[src/rtl/bus_uart_tx_if.sv]
// Bus-side signals of the memory-mapped UART transmitter.
interface bus_uart_tx_if;
    logic        busSel;
    logic        busWe;
    logic [31:0] busAddr;
    logic [31:0] busWData;
    logic [31:0] busRData;

    modport master (
        output busSel,
        output busWe,
        output busAddr,
        output busWData,
        input  busRData
    );

    modport slave (
        input  busSel,
        input  busWe,
        input  busAddr,
        input  busWData,
        output busRData
    );
endinterface

[src/rtl/bus_uart_tx.sv]
// Memory-mapped 8N1 UART transmitter: bus register file, TX FIFO and serializer.
module bus_uart_tx #(
    parameter int unsigned FIFO_DEPTH = 8,
    parameter int unsigned DIV_RESET  = 868
) (
    input  logic             clk,
    input  logic             reset,
    bus_uart_tx_if.slave     bus,
    output logic             tx,
    output logic             irq_empty
);

    localparam int unsigned AW = $clog2(FIFO_DEPTH);
    localparam int unsigned CW = AW + 1;

    typedef enum logic [1:0] {
        StIdle  = 2'd0,
        StStart = 2'd1,
        StData  = 2'd2,
        StStop  = 2'd3
    } state_e;

    // Register state
    logic [7:0]    r_mem [FIFO_DEPTH];
    logic [AW-1:0] r_wptr;
    logic [AW-1:0] r_rptr;
    logic [CW-1:0] r_count;
    logic          r_tx_en;
    logic          r_ovf;
    logic [15:0]   r_baud;

    state_e        r_state;
    logic [7:0]    r_shreg;
    logic [15:0]   r_div;
    logic [15:0]   r_baud_cnt;
    logic [2:0]    r_bit_idx;
    logic          r_tx;

    // Decode and handshake wires
    logic          w_sel_wr;
    logic          w_wr_ctrl;
    logic          w_wr_status;
    logic          w_wr_data;
    logic          w_wr_baud;
    logic          w_empty;
    logic          w_full;
    logic          w_busy;
    logic          w_bit_end;
    logic          w_pop;
    logic          w_push;
    logic          w_ovf_set;
    logic [31:0]   w_status;
    logic [31:0]   w_rdata;

    assign w_sel_wr    = bus.busSel & bus.busWe;
    assign w_wr_ctrl   = w_sel_wr & (bus.busAddr[3:2] == 2'd0);
    assign w_wr_status = w_sel_wr & (bus.busAddr[3:2] == 2'd1);
    assign w_wr_data   = w_sel_wr & (bus.busAddr[3:2] == 2'd2);
    assign w_wr_baud   = w_sel_wr & (bus.busAddr[3:2] == 2'd3);

    assign w_empty   = (r_count == '0);
    assign w_full    = (r_count == CW'(FIFO_DEPTH));
    assign w_busy    = (r_state != StIdle);
    assign w_bit_end = (r_baud_cnt == r_div);

    // Pop when idle, or at the end of a stop bit for back-to-back frames.
    assign w_pop = r_tx_en & ~w_empty &
                   ((r_state == StIdle) | ((r_state == StStop) & w_bit_end));

    // A simultaneous pop frees the slot, so a push into a full FIFO still lands.
    assign w_push    = w_wr_data & (~w_full | w_pop);
    assign w_ovf_set = w_wr_data & w_full & ~w_pop;

    // FIFO storage; contents need no reset since count gates every read.
    always_ff @(posedge clk) begin
        if (w_push) begin
            r_mem[r_wptr] <= bus.busWData[7:0];
        end
    end

    // FIFO pointers and occupancy count.
    always_ff @(posedge clk) begin
        if (reset) begin
            r_wptr  <= '0;
            r_rptr  <= '0;
            r_count <= '0;
        end else begin
            if (w_push) begin
                r_wptr <= r_wptr + 1'b1;
            end
            if (w_pop) begin
                r_rptr <= r_rptr + 1'b1;
            end
            if (w_push && !w_pop) begin
                r_count <= r_count + 1'b1;
            end else if (!w_push && w_pop) begin
                r_count <= r_count - 1'b1;
            end
        end
    end

    // Software-visible control registers; overflow set beats W1C.
    always_ff @(posedge clk) begin
        if (reset) begin
            r_tx_en <= 1'b0;
            r_ovf   <= 1'b0;
            r_baud  <= 16'(DIV_RESET);
        end else begin
            if (w_wr_ctrl) begin
                r_tx_en <= bus.busWData[0];
            end
            if (w_wr_baud) begin
                r_baud <= bus.busWData[15:0];
            end
            if (w_ovf_set) begin
                r_ovf <= 1'b1;
            end else if (w_wr_status && bus.busWData[3]) begin
                r_ovf <= 1'b0;
            end
        end
    end

    // Serializer FSM with registered tx; the divisor is latched per frame.
    always_ff @(posedge clk) begin
        if (reset) begin
            r_state    <= StIdle;
            r_shreg    <= '0;
            r_div      <= '0;
            r_baud_cnt <= '0;
            r_bit_idx  <= '0;
            r_tx       <= 1'b1;
        end else begin
            unique case (r_state)
                StIdle: begin
                    r_tx <= 1'b1;
                    if (w_pop) begin
                        r_shreg    <= r_mem[r_rptr];
                        r_div      <= r_baud;
                        r_baud_cnt <= '0;
                        r_tx       <= 1'b0;
                        r_state    <= StStart;
                    end
                end
                StStart: begin
                    if (w_bit_end) begin
                        r_baud_cnt <= '0;
                        r_bit_idx  <= '0;
                        r_tx       <= r_shreg[0];
                        r_state    <= StData;
                    end else begin
                        r_baud_cnt <= r_baud_cnt + 1'b1;
                    end
                end
                StData: begin
                    if (w_bit_end) begin
                        r_baud_cnt <= '0;
                        if (r_bit_idx == 3'd7) begin
                            r_tx    <= 1'b1;
                            r_state <= StStop;
                        end else begin
                            r_shreg   <= r_shreg >> 1;
                            r_tx      <= r_shreg[1];
                            r_bit_idx <= r_bit_idx + 1'b1;
                        end
                    end else begin
                        r_baud_cnt <= r_baud_cnt + 1'b1;
                    end
                end
                StStop: begin
                    if (w_bit_end) begin
                        r_baud_cnt <= '0;
                        if (w_pop) begin
                            r_shreg <= r_mem[r_rptr];
                            r_div   <= r_baud;
                            r_tx    <= 1'b0;
                            r_state <= StStart;
                        end else begin
                            r_tx    <= 1'b1;
                            r_state <= StIdle;
                        end
                    end else begin
                        r_baud_cnt <= r_baud_cnt + 1'b1;
                    end
                end
                default: begin
                    r_state <= StIdle;
                    r_tx    <= 1'b1;
                end
            endcase
        end
    end

    // STATUS word assembly.
    always_comb begin
        w_status         = '0;
        w_status[0]      = w_full;
        w_status[1]      = w_empty;
        w_status[2]      = w_busy;
        w_status[3]      = r_ovf;
        w_status[8 +: CW] = r_count;
    end

    // Zero-wait read mux; returns 0 when the peripheral is not selected.
    always_comb begin
        w_rdata = '0;
        if (bus.busSel) begin
            unique case (bus.busAddr[3:2])
                2'd0: w_rdata = {31'd0, r_tx_en};
                2'd1: w_rdata = w_status;
                2'd2: w_rdata = '0;
                2'd3: w_rdata = {16'd0, r_baud};
                default: w_rdata = '0;
            endcase
        end
    end

    assign bus.busRData = w_rdata;
    assign tx           = r_tx;
    assign irq_empty    = w_empty & ~w_busy;

endmodule
[src/flat_wrapper.sv]
// flat-port wrapper written by rule: the top's interface ports become plain ports
module bus_uart_tx_flat 
#(
    parameter int unsigned FIFO_DEPTH = 8,
    parameter int unsigned DIV_RESET  = 868
)
  (clk, reset, tx, irq_empty, bus_busSel, bus_busWe, bus_busAddr, bus_busWData, bus_busRData);
  bus_uart_tx_if bus_i ();
  input  logic clk;
  input  logic reset;
  output logic tx;
  output logic irq_empty;
  input wire logic [$bits(bus_i.busSel)-1:0] bus_busSel;
  input wire logic [$bits(bus_i.busWe)-1:0] bus_busWe;
  input wire logic [$bits(bus_i.busAddr)-1:0] bus_busAddr;
  input wire logic [$bits(bus_i.busWData)-1:0] bus_busWData;
  output wire logic [$bits(bus_i.busRData)-1:0] bus_busRData;
  assign bus_i.busSel = bus_busSel;
  assign bus_i.busWe = bus_busWe;
  assign bus_i.busAddr = bus_busAddr;
  assign bus_i.busWData = bus_busWData;
  assign bus_busRData = bus_i.busRData;
  bus_uart_tx #(.FIFO_DEPTH(FIFO_DEPTH), .DIV_RESET(DIV_RESET)) u_core (.clk(clk), .reset(reset), .bus(bus_i), .tx(tx), .irq_empty(irq_empty));
endmodule
[config.mk]
export PLATFORM = sky130hd
export DESIGN_NAME = bus_uart_tx_flat
export DESIGN_NICKNAME = d
export VERILOG_FILES = /design/src/rtl/bus_uart_tx_if.sv /design/src/rtl/bus_uart_tx.sv /design/src/flat_wrapper.sv
export SDC_FILE = /design/constraint.sdc
export NUM_CORES = 1
export LEC_CHECK = 0
export ABC_AREA = 1
export ABC_CLOCK_PERIOD_IN_PS = 2900
export CAP_MARGIN = 20
export CORE_UTILIZATION = 49
export CTS_CLUSTER_SIZE = 40
export DETAILED_ROUTE_END_ITERATION = 8
export PLACE_DENSITY = 0.78
export SKIP_LAST_GASP = 1
export SLEW_MARGIN = 10
export SYNTH_ARGS = -nofsm -noshare
export SYNTH_HDL_FRONTEND = slang
export SYNTH_SLANG_ARGS = --single-unit
[constraint.sdc]
create_clock -name clk -period 2.9 [get_ports clk]
set_clock_uncertainty 0.2 [all_clocks]
set_input_delay 0.58 -clock clk [delete_from_list [all_inputs] [get_ports clk]]
set_output_delay 0.58 -clock clk [all_outputs]
set_load 0.01 [all_outputs]
==> run summary <==
Post-Place Setup Slack -> -0.260 ns
Sink Count -> 141
CP endpoint kind -> flop
Yosys reg bits -> 141
DR iter-0 viols -> 502
Initial core utilization -> 51.1%
CORE AREA -> 12800 µm²
Final Critical Period -> 2.80 ns
Non-filler cells, final -> 1042
Hold path startpoint -> u_core.r_div[4]
Crit start category -> flop
Max Buffers Root-to-Sink -> 2
Standby leakage power -> 3.28 nW
Slew margin rel. -> 57.7%
Vias -> 5495
Port Buffers -> 39
Area Growth Syn to Fin -> 21.5%
Post-layout worst setup margin -> 0.0963 ns
Final Hold Fails -> 0
Worst slew pin tran -> 0.634 ns
Reg2Reg Depth -> 23
Layout cell share with drive strength beyond 1 -> 14.9%
Final ANT Viol Nets -> 0
Largest net degree at the start of global routing -> 47
Worst-Skew Late Latency -> 0.43 ns
DP Wirelength -> 9.91 mm
Routability cong. -> 0.874
Crit path max fanout -> 5
Unrepaired setup endpoints after global routing -> true
Setup tns final -> 0 ns
Status -> completed
Initial antenna violation count -> 0
Vias in the first global route -> 5057
Synth area leader -> edfxtp_1
Mapped Cells -> 781
Overflow after GRT -> 0
Crit path DAT -> 2.92 ns
Total of max-cap violations -> 0
Post-synthesis sequential area ratio -> 52.9%
Mean Syn Cell Area -> 8.39 µm²
Fill cell count -> 1091
Clock Tree Root -> clkbuf_16
Num rows -> 41
Synthesized cell area -> 6550 µm²
Total global-route track usage -> 22.1%
# DRC -> 0
Top post-synthesis cells by area -> edfxtp_1 29%, dfxtp_1 24%, nand2_1 9.0%, nor2_1 7.1%, o21ai_0 6.1%
Hold EP -> u_core.r_div[4]
Worst setup path category -> reg -> reg
Yosys cell types -> 40
WHS -> 0.266 ns
DR WL/cell -> 14.0 µm
Number of H-tree levels -> 4
First-pass GRT wire length -> 24.2 mm
FMAX -> 357 MHz
Synth top area share -> 29.3%
Nets -> 939
CP required -> 3.02 ns
Worst reg2reg path endpoint -> u_core.r_count[3]
Height of the die -> 118 µm
DR pass1 iterations -> 5
Die Area -> 13800 µm²
Post-synth EDFFs -> 64
CTS tree -> built
TritonCTS Buffers -> 17
Main flop type after synthesis -> dfxtp_1
YS warnings -> 0
Fin crit share -> 96.7%
R2R Path Start -> u_core.r_baud_cnt[0]
Hold_buf cts -> 0
I/O pin count -> 102
Cell Count Post-Placement -> 1009
Max-slew violations -> 0
Final wirelength -> 14.6 mm
Vias/cell -> 5.27
Cell count of the worst hold path -> 2
Worst Hold Class -> reg -> reg
Pwr dens -> 629 nW/µm²
# diodes -> 0
VDD IR max -> 0.438 mV
Final setup violation count -> 0
Ys async rst share -> 0%
Reg clk slew, reported paths -> 0.06 ns
Die Span X -> 118 µm
R2R Setup Slk -> 0.1 ns
placed cells by master (no fill, tap or decap), types with 12 or more instances in the layout:
master           count
dfxtp_1             61
dfxtp_2             14
edfxtp_1            64
ha_1                12
nor2_1             120
nand3_1             29
buf_4               44
clkbuf_16           17
inv_1               52
nand2_1            157
inv_2               14
a21oi_1             49
o21ai_0             79
o22ai_1             13
clkdlybuf4s50_1     22
conb_1              16
cell usage after synthesis, types with 2 or more instances:
master      n
nor3_1      5
and3_1      5
dfxtp_1    77
a21oi_1    50
nand2_1   157
o221ai_1    2
xor2_1      6
inv_2      12
o21bai_1    2
o211ai_1    9
nand2_4     3
nand4_1     4
edfxtp_1   64
buf_4      17
nor2_1    124
buf_2       2
a211oi_1    2
inv_1      54
nand3_1    29
ha_1       13
o21ai_1     4
clkinv_1    2
nand2_8     2
clkbuf_1   24
o22ai_1    13
nor2_2      6
o21ai_0    80
logic make-up (layout without fill, tap and decap cells):
group / Yosys count / in the layout / synth area share (%)
simple gates: 340 / 340 / 21.9
compound gates: 167 / 167 / 14.0
flops: 141 / 141 / 52.9
buf+inv: 111 / 185 / 7.37
fa+ha+maj: 14 / 14 / 2.79
xor+xnor: 7 / 7 / 0.936
other cells: 1 / 16 / 0.0572
registers in the layout, summed over array words and instances, names as in the netlist, named ones only:
| register | flops |
|---|---|
| u_core.r_baud | 16 |
| u_core.r_baud_cnt | 16 |
| u_core.r_bit_idx | 3 |
| u_core.r_count | 4 |
| u_core.r_div | 16 |
| u_core.r_mem | 64 |
| u_core.r_ovf | 1 |
| u_core.r_rptr | 3 |
| u_core.r_shreg | 8 |
| u_core.r_state | 2 |
| u_core.r_tx_en | 1 |
| u_core.r_wptr | 3 |
| u_core.tx | 1 |
critical path, stage by stage, from the launching register on:
cell	delay, ns
dfxtp_4	0.37
inv_2	0.06
nand2_1	0.07
nand2_1	0.06
nor2_1	0.11
nand2_1	0.09
nor2_2	0.16
nand2_4	0.09
nand2_8	0.08
nand2_8	0.06
nand2_4	0.09
nand2_4	0.05
inv_2	0.05
ha_2	0.17
inv_1	0.07
ha_1	0.27
nand2_1	0.06
nand2_1	0.06
a21oi_2	0.16
nor2_1	0.05
nor2_1	0.09
nand2_1	0.07
o21ai_1	0.12
a21oi_1	0.05
power breakdown:
part / total, W / internal (W) / switching [W]
clock: 0.00206 / 0.00119 / 0.000871
combinational: 0.000741 / 0.000273 / 0.000468
sequential: 0.00221 / 0.00216 / 0.0000519
how the worst max path moves through the flow:
stage,to,cells after the start,startpoint
after floorplan,u_core.r_count[3],16,bus_busSel
after global placement,bus_busRData[1],7,bus_busAddr[2]
after detailed placement,u_core.r_count[3],17,bus_busSel
after CTS,u_core.r_count[3],23,u_core.r_baud_cnt[12]
after global routing,u_core.r_count[3],23,u_core.r_baud_cnt[1]
final,u_core.r_count[3],23,u_core.r_baud_cnt[0]
what timing repair did:
item,in CTS,in global routing
pin swaps,0,9
buffers inserted,0,1
gates cloned,0,0
setup endpoints to repair,12,10
resized for setup,16,29
per-stage QoR:
step           util [%]  total power [W]  area, µm²
3_3_place_gp       57.3          0.00297       7350
4_1_cts            61.6          0.00501       7900
2_1_floorplan         -          0.00273       6610
6_report           62.1          0.00501       7960
3_5_place_dp       57.3          0.00298       7350
5_1_grt            62.1          0.00521       7960
metal layers:
layer  global-route usage (%)  wire length (µm)  up-vias
met4                     9.94               355        0
li1                         -                 -     2730
met2                     35.6              6850      195
met5                        0                 0        -
met1                     29.2              6540     2534
met3                     3.59               813       36
layout make-up:
cell class / count / area, µm² / area share [%]
multi-input cells: 544 / 2680 / 33.6
clock inverters: 14 / 134 / 1.68
repair buffers: 85 / 762 / 9.57
flip-flops and latches: 141 / 3490 / 43.8
clock buffers: 18 / 429 / 5.39
inverters: 68 / 256 / 3.22
well taps: 172 / 215 / 2.70
Note: power is estimated with default switching activity, not from simulation.
==> patch: new RTL, same settings <==
Re-encode `state_e` (4 states) as one-hot, 4 bits wide.
--- a/src/rtl/bus_uart_tx.sv
+++ b/src/rtl/bus_uart_tx.sv
@@ -14,9 +14,9 @@
     localparam int unsigned CW = AW + 1;
 
-    typedef enum logic [1:0] {
-        StIdle  = 2'd0,
-        StStart = 2'd1,
-        StData  = 2'd2,
-        StStop  = 2'd3
+    typedef enum logic [3:0] {
+        StIdle  = 4'b0001,
+        StStart = 4'b0010,
+        StData  = 4'b0100,
+        StStop  = 4'b1000
     } state_e;
 
Check against the original RTL: no difference found for any inputs over 4 cycles, from zero or initial values and one cycle with reset high; so few cycles prove little.
==> patch against the original RTL <==
- synthesized area rose by 0.48%
- worst setup slack improved by 0.032 ns
- total power rose by 1.5%
- sequential cell count rose by 2
- critical path depth fell by 18
- hold slack improved by 0.0016 ns
- design area rose by 0.66%
- routed wire length rose by 4.6%
- critical path type is now in2out
- largest power group unchanged
- highest routed layer unchanged
==> patch: results (changes against the original RTL) <==
INFO  metric run_status = finished, final reports clean (unchanged)
INFO  metric n_antenna_cell = 0 (unchanged)
INFO  metric globalRouteMet2Util = 0.392 (was 0.356)
INFO  metric synth.top_cells.by_count = sky130_fd_sc_hd__nand2_1, sky130_fd_sc_hd__nor2_1, sky130_fd_sc_hd__dfxtp_1 (was sky130_fd_sc_hd__nand2_1, sky130_fd_sc_hd__nor2_1, sky130_fd_sc_hd__o21ai_0)
INFO  metric power.static_leakage = 3.31 nW (was 3.28 nW)
INFO  metric port_buffers = 39 (unchanged)
INFO  metric ys_seq_area_frac = 0.532 (was 0.529)
INFO  metric cts.root.buffer_cell = sky130_fd_sc_hd__clkbuf_16 (unchanged)
INFO  metric gpl.final_weighted_congestion = 0.854 (was 0.874)
INFO  metric synthesis.yosys.warnings = 0 (unchanged)
INFO  metric wl = 15200 µm (was 14600 µm)
INFO  metric largest_register_ffs = 64 (unchanged)
INFO  metric final_nets = 958 (was 939)
INFO  metric tritoncts.num_buffers = 17 (unchanged)
INFO  metric grt_start_max_net_pins = 50 (was 47)
INFO  metric htreeDepth = 4 (unchanged)
INFO  metric critical-path-slowest-cell = sky130_fd_sc_hd__clkdlybuf4s50_1 (was sky130_fd_sc_hd__dfxtp_4)
INFO  metric tightest_slew = 0.515 ns (was 0.634 ns)
INFO  metric cts_hold_buffers = 0 (unchanged)
INFO  metric critical_path_peak_fanout = 9 (was 5)
INFO  metric synth.top_cells.by_area = sky130_fd_sc_hd__edfxtp_1, sky130_fd_sc_hd__dfxtp_1, sky130_fd_sc_hd__nand2_1 (unchanged)
INFO  metric dp_hpwl = 10300 µm (was 9910 µm)
INFO  metric first_iter_violations = 507 (was 502)
INFO  metric wire_length_of_the_first_global_routing_pass = 25500 µm (was 24200 µm)
INFO  metric worstPathArrival = 1.99 ns (was 2.92 ns)
INFO  metric grtUsageTotal = 0.232 (was 0.221)
INFO  metric synth_top_flop_cell = sky130_fd_sc_hd__dfxtp_1 (unchanged)
INFO  metric power.ir.vdd_worst = 499 µV (was 438 µV)
INFO  metric synth_enable_flop_cells = 64 (unchanged)
INFO  metric worstHoldPathType = reg2reg (unchanged)
INFO  metric drive_above_1_share = 0.139 (was 0.149)
INFO  metric grt_pass1_vias = 5331 (was 5057)
INFO  metric worst_path_largest_cell_delay = 0.54 ns (was 0.37 ns)
INFO  metric ctsLongestPathBuffers = 2 (unchanged)
INFO  metric met1_usage = 0.291 (was 0.292)
INFO  metric final_ant_viol_nets = 0 (unchanged)
INFO  metric detailedRoute.firstPassIterationCount = 5 (unchanged)
INFO  metric synth_cell_types = 38 (was 40)
INFO  metric clk-insertion-delay-late = 0.42 ns
INFO  metric route.detailed.vias_per_inst = 5.26 (was 5.27)
INFO  metric dpl_cell_area = 7320 µm² (was 7350 µm²)
INFO  metric largest_register = u_core.r_mem (unchanged)
INFO  metric initial_antenna_violation_count = 0 (unchanged)
INFO  metric setup_violations = 0 (unchanged)
INFO  metric fill_cells = 1016 (was 1091)
INFO  metric grt_util_met3 = 0.0547 (was 0.0359)
INFO  metric clk_transition_reported_paths = 0.06 ns (about the same)
[patch: cell count changes after synthesis, moves of 6 or more]
cell,before,now
sky130_fd_sc_hd__nand2_2,0,8
sky130_fd_sc_hd__o211ai_1,9,0
sky130_fd_sc_hd__nand3_1,29,49
sky130_fd_sc_hd__o21ai_0,80,62
sky130_fd_sc_hd__a21oi_1,50,56
sky130_fd_sc_hd__o21ai_1,4,12
sky130_fd_sc_hd__clkbuf_1,24,17
sky130_fd_sc_hd__inv_2,12,6
sky130_fd_sc_hd__nand2_1,157,179
sky130_fd_sc_hd__inv_1,54,60
[patch: critical path, delay by kind of cell]
family / cells / cell delay [ns]
and+or+nand+nor: 2 / 0.19
buffers and inverters: 3 / 1.21
[patch: final timing paths]
check	from	end	slack, ns	cells after the start
worst min-delay path	u_core.r_rptr[2]	u_core.r_rptr[2]	0.27	2
worst min register to register	u_core.r_rptr[2]	u_core.r_rptr[2]	0.27	2
worst max register to register	u_core.r_baud_cnt[14]	u_core.r_count[3]	0.17	21
worst max-delay path	bus_busAddr[3]	bus_busRData[15]	0.13	5
[patch: logic make-up after synthesis]
logic type | count (synthesis) | share of synthesized area
fa+ha+maj | 9 | 0.0182
flops | 143 | 0.532
other cells | 1 | 0.000570
xor+xnor | 5 | 0.00665
buf+inv | 113 | 0.0831
compound gates | 149 | 0.119
simple gates | 381 | 0.240
[patch: area by class of cell]
| cell class | count | area share |
|---|---|---|
| clock buffer | 19 | 0.0540 |
| inverter | 68 | 0.0325 |
| multi-input combinational | 560 | 0.330 |
| timing repair buffer | 91 | 0.0974 |
| sequential | 143 | 0.439 |
| tap | 172 | 0.0268 |
| clock inverter | 13 | 0.0204 |
[patch: power by group]
group / internal [mW] / switching, mW / leakage [nW]
combinational: 0.250 / 0.446 / 1.81
sequential: 2.16 / 0.0368 / 1.22
clock: 1.36 / 0.838 / 0.285
total: 3.77 / 1.32 / 3.31
[patch: timing repair]
item	CTS	global route
cloned	0	0
buffers inserted	0	4
endpoints found under the setup margin	9	8
endpoints found under the hold margin	0	0
gates resized for setup	11	27
pin swaps	0	14
[patch: stage by stage]
stage                     total power [mW]  setup WS, ns  hold slack (ns)   util  instances
after global routing                  5.28       -0.0409            0.286  0.622       1066
after floorplan                       2.70        0.0644            0.229      -        816
after global placement                2.90        -0.180            0.249  0.568       1030
final                                 5.09         0.128            0.268  0.622       1066
after CTS                             5.09        0.0302            0.266  0.615       1062
after detailed placement              2.91        -0.226            0.250  0.568       1030
[patch: metal layers]
| metal | part of all wire | vias to the layer above |
|---|---|---|
| li1 | - | 2799 |
| met1 | 0.42 | 2610 |
| met2 | 0.50 | 178 |
| met3 | 0.065 | 25 |
| met4 | 0.015 | 0 |
| met5 | 0 | - |
